==> src/rtl/bist_settle_timer.sv <==
// Loadable down-counter with a zero flag; holds at zero and when not enabled.
module bist_settle_timer #(
  parameter int W = 8
) (
  input  logic         clk,
  input  logic         rst_n,
  input  logic         load,
  input  logic         en,
  input  logic [W-1:0] load_val,
  output logic         zero
);

  logic [W-1:0] cnt_q;

  // NOTE: sequential state uses non-blocking assignments so every flop samples pre-edge values.
  always_ff @(posedge clk or negedge rst_n) begin
    if (!rst_n) begin
      cnt_q <= '0;
    end else if (load) begin
      cnt_q <= load_val;
    end else if (en && cnt_q != '0) begin
      cnt_q <= cnt_q - W'(1);
    end
  end

  assign zero = (cnt_q == '0);

endmodule

==> config.mk <==
export PLATFORM = sky130hd
export DESIGN_NAME = bist_settle_timer
export DESIGN_NICKNAME = d
export VERILOG_FILES = /design/src/rtl/bist_settle_timer.sv
export SDC_FILE = /design/constraint.sdc
export NUM_CORES = 1
export LEC_CHECK = 0
export ABC_AREA = 1
export BUFFER_PORTS_ARGS = -buffer_cell sky130_fd_sc_hd__buf_2
export CAP_MARGIN = 20
export CELL_PAD_IN_SITES_DETAIL_PLACEMENT = 1
export CELL_PAD_IN_SITES_GLOBAL_PLACEMENT = 1
export CORE_MARGIN = 2
export CORE_UTILIZATION = 38
export DETAILED_ROUTE_END_ITERATION = 7
export GPL_TIMING_DRIVEN = 1
export PLACE_DENSITY_LB_ADDON = 0.1
export SKIP_LAST_GASP = 1
export SYNTH_ARGS = -nofsm -noshare
export SYNTH_HDL_FRONTEND = slang
export SYNTH_SLANG_ARGS = --single-unit
==> constraint.sdc <==
create_clock -name clk -period 4.1 [get_ports clk]
set_clock_uncertainty 0.05 [all_clocks]
set_input_delay 0 -clock clk [delete_from_list [all_inputs] [get_ports clk]]
set_output_delay 0 -clock clk [all_outputs]
set_load 0.005 [all_outputs]
==> summary.txt, run 1 <==
Drt
  – Total via count after detailed routing: 631
  – Wirelength, routed: about 1.6 mm
  – DR DRC count: 0
  – Via density: 4.97
  – Violation count after the first detailed-route iteration: 9
  – Remaining number of nets flagged by the antenna check after routing: 0
  – Drt pass-1 iters: 4
  – Drt wl/cell: about 13 um

Yosys
  – Synthesized netlist cell count: 93
  – Biggest area consumer among synthesized cells: dfrtp_1
  – Post-synthesis sequential element count: 8
  – Share of the synthesized area in compound gates (AO/OA/AOI/OAI): 7.76%
  – Fraction of the mapped netlist area in adder cells: 4.19%
  – Leading cell type by number of instances after synthesis: nand2_1
  – Average instance area after synthesis: 6.42 sq um
  – Synthesized Nets: 107
  – Simple logic cell fraction of the synthesized area: roughly 45%
  – Sequential area share after synthesis: 33.5%
  – Synthesized-area fraction occupied by xor and xnor cells: 1.47%
  – Count of flip-flops with a built-in enable after synthesis: 0
  – Unique cell type count in the Yosys netlist: 16
  – Most numerous cell types in the synthesized netlist: 36 x nand2_1, 13 x nand3_1, 10 x inv_1
  – Post-synth ARST share: 100%
  – Area of the mapped netlist: 597 sq um
  – Main combinational cell family by area after synthesis: simple AND/OR/NAND/NOR gates
  – Area share of the leading cell type in the synthesized netlist: 33.5%
  – Synth Warn #: 0
  – Area contributors post-synth: dfrtp_1 34%, nand2_1 23%, nand3_1 11%
  – Predominant post-synthesis flop cell: dfrtp_1
  – Proportion of synthesized area in mux cells: 0%

Die
  – Chip Height: 43.6 um
  – Die Footprint: 1900 sq um
  – Initial core utilization: between 40% and 50%
  – Horizontal extent of the die: 43.6 um
  – Core region area: 1490 sq um
  – Row Count: 14
  – Num ports: 13

Clock tree
  – Clock transition at path regs: 0.06 ns
  – Insertion delay of the later-clocked pin in the worst-skew pair: 0.26 ns
  – Resized cells post-CTS: 0
  – Clock tree from TritonCTS: done
  – Number of buffers created by CTS: 3
  – Total number of H-tree levels: 1
  – Buffers from clock root to sink, at most: 2
  – Clock root buffer master: clkbuf_4
  – Number of clock sinks: 8

Job
  – Total of max-cap violations: 0

Timing
  – Final max-slew violation count: 0
  – Setup violators final: 0
  – RSZ-0062 raised after global routing: false
  – Worst max-slew margin expressed relative to the limit: 78.2%
  – Transition time at the pin with the least slew margin: 0.326 ns
  – Final worst path period share: 35.4%
  – Maximum clock rate: 0.688 GHz
  – Final hold vios: 0
  – Shortest period the worst path allows: 1.45 ns
  – Setup Total Neg Slack: 0 ns

Layout
  – Layout-stage area growth over the synthesis result: 23.3%
  – Top flop regs: cnt_q x8
  – Share of cells above drive strength 1: 18.0%
  – Final core utilization: approximately half
  – Largest reg by FF count: cnt_q
  – Number of diodes added for antenna fixing: 0
  – Final Net Count: approximately 130
  – Final instance area: 736 sq um
  – Number of flip-flops under the largest register name: 8

Placement
  – Post-detailed-placement half-perimeter wirelength: 1.24 mm
  – Area after detailed placement: just under 700 sq um
  – Count of buffers inserted at the top-level ports: 12
  – Final estimated routing congestion in global placement: 0.765

Pwr
  – Total leakage power: 0.404 nW
  – Power density relative to cell area: 354 nW/um^2
  – IR drop worst, VDD: ~0.19 mV

Setup path
  – WP data arrival: 1.60 ns
  – Number of buffer and inverter instances along the worst setup path: 2
  – Critical Path, Cell by Cell: inv_1 -> ha_1 -> nand2_1 -> o21ai_4 -> nand2_4 -> clkinv_2 -> nand2_1 -> nand2_1
  – Largest driver fanout on the critical path: 8
  – Crit path largest cell delay: 0.37 ns
  – Type of element capturing the critical path: register
  – Required arrival time at the worst endpoint: 4.24 ns
  – Cell family with most CP delay: flip-flops
  – Cell with the biggest individual delay on the critical path: dfrtp_1
  – Library cell appearing most often on the critical path: nand2_1
  – Startpoint kind of the worst setup timing path: register
  – Category of the most critical setup path: register to register

GRT
  – Global route total overflow: 0
  – Antenna violations before repair: 0
  – Global-route wire length before repair: 2.98 mm
  – Vias in the first global route: 657
  – Largest net degree at the start of global routing: 14
  – Overall global routing resource usage: roughly 22%

Run status
  – Result of the run: finished clean

Min path
  – Class of the tightest hold or removal check: primary input to register
==> worst reg2reg max path: cells and delay by family (launching register included) <==
kind	cells	cell delay, ns
compound gates	1	0.22
fa+ha+maj	1	0.18
buf+inv	2	0.25
flops	1	0.37
simple gates	4	0.32
==> layout by cell type (no fill, tap or decap) <==
cell            n
o21ai_0         4
clkinv_2        1
nor2_1          9
o21ai_4         1
nand3_1        13
nand2_1        36
xnor2_1         1
ha_1            2
clkbuf_4        3
inv_1          10
nand4_1         2
nand2_4         1
nand2_2         1
dlygate4sd3_1   4
o21ai_1         2
dfrtp_1         8
buf_2          12
nor2_2          1
==> metal layers <==
layer,vias to the layer above,share of wire [%],GRT usage [%]
li1,328,-,-
met1,288,47,26.4
met2,11,48,36.2
met3,4,2.9,6.25
met4,0,1.7,9.09
met5,-,0,0
==> power breakdown <==
part           internal (mW)  total (mW)  switching (mW)
Combinational         0.0342      0.0892          0.0551
Sequential            0.0915       0.107          0.0150
Clock                 0.0338      0.0647          0.0309
Total                  0.159       0.260           0.101
==> final cells by class <==
| type | instances | area [sq um] |
|---|---|---|
| timing repair buffer | 16 | 100 |
| inverter | 11 | 42.5 |
| tap | 16 | 20.0 |
| clock buffer | 3 | 22.5 |
| fill | 205 | 753 |
| multi-input combinational | 73 | 350 |
| sequential | 8 | 200 |
==> kinds of logic (layout without fill, tap and decap cells) <==
family                   Yosys count  after routing
AND/OR/NAND/NOR                   63             63
buffers and inverters             12             30
flip-flops                         8              8
AO/OA/AOI/OAI                      7              7
adder cells (fa/ha/maj)            2              2
XOR/XNOR                           1              1
==> stage by stage <==
step                std cells  setup WS [ns]  hold WS, ns  power, mW
floorplan                  93           2.79       -0.346      0.168
finish                    127           2.65      0.00368      0.260
CTS                       127           2.64       0.0113      0.265
global route              127           2.49       0.0299      0.288
global placement          120           2.71       -0.189      0.192
detailed placement        120           2.65       -0.188      0.196
==> path summary, 6_finish.rpt <==
check,from,slack (ns),endpoint,cells after the start
max,cnt_q[0],2.65,cnt_q[4],8
max in group asynchronous,rst_n,3.75,cnt_q[2],2
min,load_val[3],0.004,cnt_q[3],5
max reg2reg,cnt_q[0],2.65,cnt_q[4],8
min in group asynchronous,rst_n,0.06,cnt_q[1],2
min reg2reg,cnt_q[0],0.51,cnt_q[0],3
==> timing repair <==
item | in CTS | in global routing
setup buffers | 0 | 0
hold buffers | 4 | 0
hold endpoints to repair | 11 | 0
Note: power is estimated with default switching activity, not from simulation.
==> inputs of run 2 (changes only) <==
--- a/config.mk
+++ b/config.mk
@@ -5,13 +5,13 @@
 export SDC_FILE = /design/constraint.sdc
 export NUM_CORES = 1
 export LEC_CHECK = 0
-export ABC_AREA = 1
+export ABC_AREA = 0
 export BUFFER_PORTS_ARGS = -buffer_cell sky130_fd_sc_hd__buf_2
 export CAP_MARGIN = 20
 export CELL_PAD_IN_SITES_DETAIL_PLACEMENT = 1
 export CELL_PAD_IN_SITES_GLOBAL_PLACEMENT = 1
 export CORE_MARGIN = 2
-export CORE_UTILIZATION = 38
+export CORE_UTILIZATION = 36
 export DETAILED_ROUTE_END_ITERATION = 7
 export GPL_TIMING_DRIVEN = 1
 export PLACE_DENSITY_LB_ADDON = 0.1
==> constraint.sdc (replaced) <==
create_clock -name clk -period 1.5 [get_ports clk]
set_clock_uncertainty 0.05 [all_clocks]
set_input_delay 0 -clock clk [delete_from_list [all_inputs] [get_ports clk]]
set_output_delay 0 -clock clk [all_outputs]
set_load 0.005 [all_outputs]
==> run 2 against run 1 <==
The run now ends with setup timing left. Synthesized cell count down 38%. Clock-buffer cell count unchanged. Critical path depth down 4. Fmax down 20%. Hold slack better by 0.026 ns. Total power rose to 3.1 times the previous value. First-iteration DRC count up 110%. Register-to-register slack worse by 3.0 ns. Synthesized area down 12%. Non-clock buffer count up 28. Sequential share of layout area down 6.9 points. Via count up 28%.
==> summary.txt, run 2 <==
Yosys
  – Area contributors post-synth: dfrtp_1 38%, ha_1 4.7%, nor3b_1 4.3%
  – Sequential area share after synthesis: 37.9%
  – Biggest area consumer among synthesized cells: dfrtp_1
  – Most numerous cell types in the synthesized netlist: 8 x dfrtp_1, 5 x nor2_1
  – Count of flip-flops with a built-in enable after synthesis: 0
  – Synthesized netlist cell count: 58
  – Area of the mapped netlist: 528 sq um
  – Area share of the leading cell type in the synthesized netlist: 37.9%
  – Unique cell type count in the Yosys netlist: 31
  – Average instance area after synthesis: 9.10 sq um
  – Post-synth ARST share: 100%
  – Synthesized Nets: 72
  – Post-synthesis sequential element count: 8
  – Synth Warn #: 0
  – Predominant post-synthesis flop cell: dfrtp_1
  – Leading cell type by number of instances after synthesis: dfrtp_1

Layout
  – Commonest non-fill, non-tap cells in the layout: 21 x buf_4, 12 x buf_2, 9 x dlygate4sd3_1, 8 x dfrtp_1, 4 x nor2_1
  – Final Net Count: 119
  – Commonest non-fill, non-tap cell in the layout: buf_4
  – Final instance area: between 900 and 1000 sq um
  – Number of diodes added for antenna fixing: 0
  – Area occupied by multi-input gates: roughly 400 sq um
  – Number of non-filler instances in the completed layout: 118
  – Largest reg by FF count: cnt_q
  – Sequential cell area in the final layout: between 200 and 250 sq um
  – Layout-stage area growth over the synthesis result: 87.0%
  – FILL cells: 133
  – Final core utilization: about 74%
  – Top flop regs: cnt_q x8
  – Number of flip-flops under the largest register name: 8
  – Share of cells above drive strength 1: between 50% and 60%

Setup path
  – Startpoint kind of the worst setup timing path: register
  – Type of element capturing the critical path: register
  – Category of the most critical setup path: register to register
  – Required arrival time at the worst endpoint: 1.61 ns
  – Critical Path, Cell by Cell: buf_4 -> or3b_4 -> o311a_1 -> a221o_1
  – Largest driver fanout on the critical path: 5
  – Cell with the biggest individual delay on the critical path: dfrtp_1
  – WP data arrival: 1.93 ns
  – Crit path largest cell delay: 0.42 ns
  – Cell family with most CP delay: compound AO/OA/AOI/OAI gates
  – Number of buffer and inverter instances along the worst setup path: 1

Drt
  – Drt wl/cell: roughly 28 um
  – Total via count after detailed routing: 806
  – DR DRC count: 0
  – Via density: just under 7
  – Violation count after the first detailed-route iteration: 19
  – Drt pass-1 iters: 4
  – Remaining number of nets flagged by the antenna check after routing: 0
  – Wirelength, routed: around 3.3 mm

Pwr
  – IR drop worst, VDD: 0.703 mV
  – Power density relative to cell area: a little over 800 nW/um^2
  – Total leakage power: 0.426 nW

Placement
  – DP Cell Count: 97
  – Final estimated routing congestion in global placement: 0.736
  – Worst setup slack after placement: -0.235 ns
  – Area after detailed placement: 713 sq um
  – Count of buffers inserted at the top-level ports: 12
  – Post-detailed-placement half-perimeter wirelength: 1.28 mm

Timing
  – RSZ-0062 raised after global routing: true
  – Final hold vios: 0
  – Setup Total Neg Slack: -1.76 ns
  – Least setup slack across all paths after layout: -0.318 ns
  – Shortest period the worst path allows: 1.82 ns
  – Maximum clock rate: 0.550 GHz
  – Setup violators final: 9
  – Final max-slew violation count: 0
  – Final worst path period share: 121%
  – Worst max-slew margin expressed relative to the limit: 80.1%
  – Transition time at the pin with the least slew margin: 0.299 ns

GRT
  – Vias in the first global route: 858
  – Largest net degree at the start of global routing: 10
  – Overall global routing resource usage: 34.9%
  – Global-route wire length before repair: 4.41 mm
  – Global route total overflow: 0
  – Antenna violations before repair: 0

Die
  – Die Footprint: about 1800 sq um
  – Initial core utilization: 39.6%
  – Chip Height: 42.3 um
  – Row Count: 13
  – Horizontal extent of the die: 42.3 um
  – Num ports: 13
  – Core region area: 1330 sq um

Run status
  – Failing checks: setup timing
  – Result of the run: finished with violations

Clock tree
  – Total number of H-tree levels: 1
  – Insertion delay of the later-clocked pin in the worst-skew pair: 0.29 ns
  – Clock transition at path regs: 0.08 ns
  – Buffers from clock root to sink, at most: 2
  – Number of clock sinks: 8
  – Clock tree from TritonCTS: done
  – Number of buffers created by CTS: 3
  – Clock root buffer master: clkbuf_4

Min path
  – Class of the tightest hold or removal check: primary input to register

Job
  – Total of max-cap violations: 0
## run 2: layer usage
layer	up-vias	part of all wire [%]	GRT usage, %
li1	323	-	-
met1	405	40	37.6
met2	58	50	60.3
met3	20	5.4	10.3
met4	0	4.8	19.4
met5	-	0	0
## run 2: layout make-up
cell class              count  share of cell area [%]
repair buffers             44                    33.5
well taps                  15                    1.90
clock buffers               3                    2.28
inverters                   3                    1.14
flip-flops and latches      8                    20.3
multi-input cells          45                    40.9
## run 2: cell families after synthesis
logic type	share of synthesized area, %
buf+inv	3.79
fa+ha+maj	4.74
compound gates	26.1
flops	37.9
simple gates	27.5
## run 2: stage by stage
stage	total power [mW]	hold slack, ns
floorplan	0.355	-0.346
global placement	0.441	-0.193
detailed placement	0.451	-0.188
CTS	0.696	0.0410
global route	0.816	0.0420
finish	0.808	0.0299
## run 2: what timing repair did
item / 4_1_cts / 5_1_grt
setup buffers: 7 / 4
resized for setup: 8 / 12
hold buffers: 9 / 0
hold endpoints to repair: 16 / 0
setup endpoints to repair: 9 / 9
pin swaps: 8 / 11
## run 2: worst paths after layout
path	from	to	slack, ns	depth (start not counted)
worst max register to register	cnt_q[0]	cnt_q[7]	-0.32	4
worst min-delay path	load	cnt_q[3]	0.03	2
worst max-delay path	cnt_q[0]	cnt_q[7]	-0.32	4
min in group asynchronous	rst_n	cnt_q[6]	0.07	2
worst min register to register	cnt_q[5]	cnt_q[6]	0.73	3
max in group asynchronous	rst_n	cnt_q[0]	1.13	2
## run 2: where the power goes
part / internal, mW / total [mW] / leakage, nW / switching (mW)
sequential: 0.239 / 0.271 / 0.0942 / 0.0324
combinational: 0.167 / 0.326 / 0.318 / 0.159
clock: 0.0934 / 0.211 / 0.0138 / 0.118
total: 0.499 / 0.808 / 0.426 / 0.309
## run 2: worst reg2reg max path, stage by stage, from the launching register on
cell and delay (ns):
dfrtp_1 0.42, buf_4 0.16, or3b_4 0.42, o311a_1 0.37, a221o_1 0.28
